==> src/rtl/calc_pkg.sv <==
// Shared definitions for the calculator execution controller: opcodes, FSM states, widths.
package calc_pkg;

    localparam int unsigned REG_W = 5;

    localparam logic [2:0] OP_INIT  = 3'b000;
    localparam logic [2:0] OP_LDK   = 3'b001;
    localparam logic [2:0] OP_MOVE  = 3'b010;
    localparam logic [2:0] OP_STORE = 3'b011;
    localparam logic [2:0] OP_ADD   = 3'b100;
    localparam logic [2:0] OP_SUB   = 3'b101;
    localparam logic [2:0] OP_MUL   = 3'b110;
    localparam logic [2:0] OP_POW2  = 3'b111;

    typedef enum logic [1:0] {IDLE, EXEC, COMMIT} state_e;

endpackage

==> src/rtl/calc_wmask_dec.sv <==
// Decodes opcode/K into a 4-bit register write mask and per-register ALU result select.
module calc_wmask_dec
    import calc_pkg::*;
(
    input  logic [2:0]      i_op,
    input  logic [1:0]      i_k,
    output logic [3:0]      o_mask,
    output logic [3:0][1:0] o_sel
);

    always_comb begin
        o_mask = 4'b0001;
        for (int i = 0; i < 4; i++) begin
            o_sel[i] = 2'(i);
        end
        unique case (i_op)
            OP_INIT:  o_mask = 4'b1111;
            // STORE writes register K from the matching ALU result R{K}
            OP_STORE: o_mask = 4'b0001 << i_k;
            default:  o_mask = 4'b0001;
        endcase
    end

endmodule

==> src/rtl/calc_exec_ctrl.sv <==
// Instruction sequencer and register bank around the calculator ALU.
// Optional undo snapshot enabled by defining CALC_UNDO_EN.
module calc_exec_ctrl
    import calc_pkg::*;
#(
    parameter int unsigned EXEC_CYCLES = 1,
    parameter int unsigned WIDTH       = REG_W
) (
    input  logic             clk,
    input  logic             rst_n,
    input  logic             instr_valid,
    output logic             instr_ready,
    input  logic [2:0]       instr_op,
    input  logic [1:0]       instr_k,
    input  logic             undo_req,
    output logic             perform,
    output logic [2:0]       alu_op,
    output logic [1:0]       alu_k,
    output logic [WIDTH-1:0] a,
    output logic [WIDTH-1:0] b,
    output logic [WIDTH-1:0] c,
    output logic [WIDTH-1:0] d,
    input  logic [WIDTH-1:0] r0_in,
    input  logic [WIDTH-1:0] r1_in,
    input  logic [WIDTH-1:0] r2_in,
    input  logic [WIDTH-1:0] r3_in,
    output logic             done,
    output logic             busy
);

    localparam logic [3:0] CYC_INIT = 4'(EXEC_CYCLES);

    state_e           r_state, w_state_next;
    logic [3:0]       r_cnt, w_cnt_next;
    logic [WIDTH-1:0] r_regs [4];
    logic [2:0]       r_op;
    logic [1:0]       r_k;
    logic             r_done;
    logic             w_accept, w_commit;
    logic             w_undo_hold, w_undo_go;
    logic [3:0]       w_mask;
    logic [3:0][1:0]  w_sel;
    logic [WIDTH-1:0] w_res [4];

    assign w_res[0] = r0_in;
    assign w_res[1] = r1_in;
    assign w_res[2] = r2_in;
    assign w_res[3] = r3_in;

`ifdef CALC_UNDO_EN
    logic [WIDTH-1:0] r_snap [4];
    logic             r_snap_valid;

    // An undo request in IDLE always blocks acceptance, even if there is nothing to restore
    assign w_undo_hold = undo_req;
    assign w_undo_go   = undo_req && r_snap_valid && (r_state == IDLE);

    always_ff @(posedge clk or negedge rst_n) begin
        if (!rst_n) begin
            r_snap_valid <= 1'b0;
            for (int i = 0; i < 4; i++) r_snap[i] <= '0;
        end else if (w_accept) begin
            r_snap_valid <= 1'b1;
            for (int i = 0; i < 4; i++) r_snap[i] <= r_regs[i];
        end else if (w_undo_go) begin
            r_snap_valid <= 1'b0;
        end
    end
`else
    logic w_unused_undo;
    assign w_unused_undo = undo_req;
    assign w_undo_hold   = 1'b0;
    assign w_undo_go     = 1'b0;
`endif

    calc_wmask_dec u_wmask_dec (
        .i_op   (r_op),
        .i_k    (r_k),
        .o_mask (w_mask),
        .o_sel  (w_sel)
    );

    always_ff @(posedge clk or negedge rst_n) begin
        if (!rst_n) begin
            r_state <= IDLE;
            r_cnt   <= '0;
        end else begin
            r_state <= w_state_next;
            r_cnt   <= w_cnt_next;
        end
    end

    always_comb begin
        w_state_next = r_state;
        w_cnt_next   = r_cnt;
        instr_ready  = 1'b0;
        perform      = 1'b0;
        w_accept     = 1'b0;
        w_commit     = 1'b0;
        unique case (r_state)
            IDLE: begin
                instr_ready = !w_undo_hold;
                if (instr_valid && !w_undo_hold) begin
                    w_accept     = 1'b1;
                    w_cnt_next   = CYC_INIT;
                    w_state_next = EXEC;
                end
            end
            EXEC: begin
                perform    = 1'b1;
                w_cnt_next = r_cnt - 4'd1;
                if (r_cnt <= 4'd1) w_state_next = COMMIT;
            end
            COMMIT: begin
                w_commit     = 1'b1;
                w_state_next = IDLE;
            end
            default: w_state_next = IDLE;
        endcase
    end

    always_ff @(posedge clk or negedge rst_n) begin
        if (!rst_n) begin
            r_op   <= '0;
            r_k    <= '0;
            r_done <= 1'b0;
        end else begin
            r_done <= w_commit || w_undo_go;
            if (w_accept) begin
                r_op <= instr_op;
                r_k  <= instr_k;
            end
        end
    end

    always_ff @(posedge clk or negedge rst_n) begin
        if (!rst_n) begin
            for (int i = 0; i < 4; i++) r_regs[i] <= '0;
        end else if (w_commit) begin
            for (int i = 0; i < 4; i++) begin
                if (w_mask[i]) r_regs[i] <= w_res[w_sel[i]];
            end
        end else if (w_undo_go) begin
`ifdef CALC_UNDO_EN
            for (int i = 0; i < 4; i++) r_regs[i] <= r_snap[i];
`endif
        end
    end

    assign alu_op = r_op;
    assign alu_k  = r_k;
    assign done   = r_done;
    assign busy   = (r_state != IDLE);
    assign a      = r_regs[0];
    assign b      = r_regs[1];
    assign c      = r_regs[2];
    assign d      = r_regs[3];

endmodule
==> config.mk <==
export PLATFORM = sky130hd
export DESIGN_NAME = calc_exec_ctrl
export DESIGN_NICKNAME = d
export VERILOG_FILES = /design/src/rtl/calc_pkg.sv /design/src/rtl/calc_wmask_dec.sv /design/src/rtl/calc_exec_ctrl.sv
export SDC_FILE = /design/constraint.sdc
export NUM_CORES = 1
export LEC_CHECK = 0
export BUFFER_PORTS_ARGS = -buffer_cell sky130_fd_sc_hd__buf_2
export CORE_ASPECT_RATIO = 0.5
export CORE_MARGIN = 2
export CORE_UTILIZATION = 25
export CTS_CLUSTER_DIAMETER = 200
export CTS_CLUSTER_SIZE = 20
export DETAILED_ROUTE_END_ITERATION = 8
export GPL_TIMING_DRIVEN = 0
export MAX_ROUTING_LAYER = met4
export PLACE_DENSITY = 0.51
export SKIP_LAST_GASP = 1
export SYNTH_ARGS = -nofsm -noshare
export SYNTH_HDL_FRONTEND = slang
export SYNTH_SLANG_ARGS = --single-unit
==> constraint.sdc <==
create_clock -name clk -period 1.7 [get_ports clk]
set_clock_uncertainty 0.1 [all_clocks]
set_input_delay 0.34 -clock clk [delete_from_list [all_inputs] [get_ports clk]]
set_output_delay 0.34 -clock clk [all_outputs]
set_load 0.05 [all_outputs]
Word-level counts from Yosys, hierarchy flattened --
Index checks and enable logic that the tools add are counted.
Cells by class: shifts and indexed selects 1, magnitude comparators 1, $add $sub $neg 1, multiplexer cells 11, equal/unequal tests 5, reduce and logical (&&, ||, !) cells 10
Operators by type and width (count):
- $pmux 4 s2 | 2
- $reduce_and 2->1 | 6
- $mux 1 | 5
- $le 4x1->1 const B | 1
- $mux 2 | 2
- $mux 4 | 1
- $ne 2x2->1 const B | 2
- $pmux 2 s2 | 1
- $reduce_bool 2->1 | 2
- $shl 1x2->4 const A | 1
- $sub 4x1->4 const B | 1
- $eq 3x2->1 const B | 1
- $logic_not 3->1 | 1
- $eq 2x1->1 const B | 1
- $eq 2x2->1 const B | 1
- $logic_not 2->1 | 1
Word-level totals: logic and storage cells 38, register bits after elaboration 32

Logic depth before layout (Yosys ltp) --
depth after elaboration 3, depth in mapped cells 5, gate-level depth less buffers 5

By module --
A second synthesis with hierarchy kept.
Second synthesis, totals: cells, all modules 128, area total of the unflattened synthesis 1930.6 µm²
Modules (own cells, without submodules):
- calc_exec_ctrl | times used 1, cells an instance 109, sequential area each 800.8 µm², area an instance 1803.0 µm²
- calc_wmask_dec | times used 1, cells an instance 19, sequential area each 0.0 µm², area an instance 127.6 µm²

Worst setup path after synthesis --
Ideal clock, no wire load.
path kind reg2reg, start point register r_op[2] (netlist: alu_op[2]), end point register r_regs, in the netlist d[0], arrival time 1575 ps, path slack -100 ps, buffers on the path 0, data required time 1475 ps, cell stages (with the launch flop) 4, cells stage by stage dfrtp_1 or3b_4 a21oi_4 mux2_2
On the way: cells in the longest elaborated chain, start to end 3, elaborated cells on any way between the ends 4, classes of those cells eq/ne (1); mux (1); reduce/logical (2)
Ends and longest elaborated chain:
- start, declared | line calc_exec_ctrl.sv:36 | logic [2:0] r_op;
- start signal, assigned | line calc_exec_ctrl.sv:130 | r_op <= instr_op;
- $eq 3x2->1 / $logic_not 3->1 (equally long branches) | line calc_wmask_dec.sv:16 | unique case (i_op)
- $pmux 4 s2 * | line calc_wmask_dec.sv:16
- $reduce_and 2->1 (no source line) *
- end signal, assigned by index | line calc_exec_ctrl.sv:141 | if (w_mask[i]) r_regs[i] <= w_res[w_sel[i]];
- end, declared | line calc_exec_ctrl.sv:35 | logic [WIDTH-1:0] r_regs [4];
Every way passes the cells marked *; elsewhere a longest branch is shown, timed or not. A chain may end at the register's enable or synchronous reset.

Worst setup path after layout --
start point register r_op[2] (netlist: alu_op[2]), end point register r_regs, in the netlist c[0]
The elaborated chain is that of the path after synthesis.

==> impl_metrics.toml <==
[floorplanning]
core_area_mm2 = 0.00504
rows = 18
ios = 58
start_util_pct = 26.6
die_x_um = 108
die_h_um = 55.8
fp.dieArea_mm2 = 0.00600

[timing]
fmax_ghz = 0.590
setup_violations = 0
worst_hold_slack_ps = 2.80
finalCritPeriodShare_pct = 99.7
worst_pin_slew_ps = 691
setup_slack_ps = 5.82
period_minus_slack_ps = 1690
slew_headroom_pct = 53.9
slew_viol_final = 0
rsz0062_at_grt = "true"
finalSetupTns_ps = 0
hold_viol_final = 0

[layout]
layout-drive-gt1-share_pct = 66.9
fin_nets = 187
syn_to_final_growth_pct = 42.1
diodes = 0
instances_no_fill = 227

[min_path]
hold_class = "in2async"

[power_and_ir_drop]
ir_worst_vdd_mv = 0.894
powerDensity_mw_per_mm2 = 2270
p_leak_uw = 0.000917

[clock_network]
cts-root-buf = "clkbuf_8"
h-tree-depth = 2
numCtsBuffers = 5
clockBufferDepth = 2
cts_tree = "yes"
clkTransAtPathRegs_ps = 70
clk_latency_ps = 280
clock_sinks = 32

[synth]
synthesis.nets = 122
async_reset_ff_share_pct = 100
avgSynthCellArea_um2 = 14.7
ys_seq_area_share_pct = 59.7
ys.flop_type = "dfrtp_1"
synthTopCellsByArea = "dfrtp_1 60%, mux2_2 21%, a21oi_4 3.6%"
synth_top_area_share_pct = 59.7
yosys.area.top_type = "dfrtp_1"
synth_enable_flop_cells = 0
yosys_warnings = 0
netlist_area_mm2 = 0.00134
synth_cell_types = 24
syn_inst = 91
yosysMostFrequentCell = "dfrtp_1"
synth_common_cells = "32 x dfrtp_1, 25 x mux2_2, 4 x inv_1"
synth_seq_cells = 32

[grt]
grt_pass1_vias = 930
grt_max_degree = 33
gr-total-overflow = 0
grt_use_total_pct = 9.50
grt_pass1_wl_um = 4280
antenna_found_initial = 0

[placement]
dpl.cell_count = 217
dp_worst_setup_slack_ps = -6.20
numPortBuffers = 56
dp_hpwl_um = 2010
globalplace.congestion = 0.756

[setup_path]
worstSetupPathType = "reg2reg"
startpoint_type = "flop"
crit_chain = "or3b_4, a21oi_4, mux2_2"
required_ps = 1760
cp_max_fo = 5
cpPeakStageDelay_ps = 450
cp.arrival_ps = 1750
crit_path_end_kind = "flop"
worst_path_max_delay_cell = "or3b_4"

[route]
routed_wl_um = 2690
wl_per_cell_um = 11.8
via_per_inst = 4.16
post-route-drc-count = 0
ant_nets = 0
drt_iter0_drc = 25
dr_total_vias = 944
drtPass1Iterations = 4

[run]
maxCapViolations = 0

[outcome]
status = "finished clean"
==> critical path, delay by kind of cell, from the launching register on <==
family	cells	cell delay, ps
AOI/OAI and AO/OA	1	240
DFF	1	420
muxes	1	360
and+or+nand+nor	1	450
==> area by class of cell <==
type	instances	area, um2
Multi-Input combinational cell	55	579
Clock inverter	2	35.0
Tap cell	70	87.6
Sequential cell	32	808
Clock buffer	6	72.6
Fill cell	497	3140
Inverter	4	15.0
Timing Repair Buffer	58	308
==> logic make-up after synthesis <==
group	after synthesis	synth area share, %
multiplexers	26	21.7
AND/OR/NAND/NOR	18	8.96
flip-flops	32	59.7
adder cells (fa/ha/maj)	2	1.87
XOR/XNOR	1	0.653
AO/OA/AOI/OAI	8	5.97
buffers and inverters	4	1.12
==> through the flow <==
step	instance area, um2	total power, uW	utilization (%)
finish	1910	4330	37.8
CTS	1840	4250	36.4
floorplan	1350	2990	-
global route	1910	4590	37.8
global placement	1710	3460	34.0
detailed placement	1710	3490	34.0
==> repair_timing <==
action / CTS / global route
cloned: 0 / 0
setup buffers: 0 / 2
setup endpoints to repair: 23 / 23
resized for setup: 6 / 15
pin swaps: 0 / 1
hold buffers: 0 / 0
==> cell usage in the layout (no fill, tap or decap), drive strengths merged <==
| master | n |
|---|---|
| nand2b | 2 |
| bufinv | 1 |
| nand2 | 1 |
| dfrtp | 32 |
| mux2i | 1 |
| nand4 | 1 |
| xor2 | 1 |
| o21ai | 1 |
| clkbuf | 6 |
| o22ai | 1 |
| mux2 | 25 |
| nor3b | 1 |
| ha | 2 |
| clkinv | 1 |
| nand4b | 2 |
| nand3b | 1 |
| o21bai | 1 |
| or2 | 2 |
| a21oi | 4 |
| nor2 | 2 |
| or3b | 1 |
| o211ai | 1 |
| nor3 | 2 |
| buf | 58 |
| inv | 4 |
| nor4 | 2 |
| nor2b | 1 |
==> power breakdown <==
group / switching, uW / internal (uW) / total (uW)
sequential: 239 / 1100 / 1340
combinational: 1550 / 740 / 2290
clock: 271 / 435 / 706
total: 2060 / 2270 / 4330
==> final timing paths <==
path                             from          to  slack (ps)  cells past startpoint
min                             rst_n        d[3]           3                      1
max reg2reg                 alu_op[2]        c[0]           6                      3
min reg2reg                  r_cnt[3]  r_state[1]         390                      1
max in group asynchronous       rst_n   alu_op[1]        1000                      1
max                         alu_op[2]        c[0]           6                      3
min in group clk           instr_k[1]    alu_k[1]         180                      2
==> layer usage <==
layer  track usage (%)  share of wire, %
met1              11.1                47
met2              15.1                48
met3              2.93               4.2
met4              4.40               1.6
met5                 -                 0
==> sequential cells by signal, indices dropped and copies added, names as in the netlist <==
name     flops
a            5
b            5
c            5
d            5
r_cnt        4
alu_op       3
alu_k        2
r_state      2
done         1
Note: power is estimated with default switching activity, not from simulation.
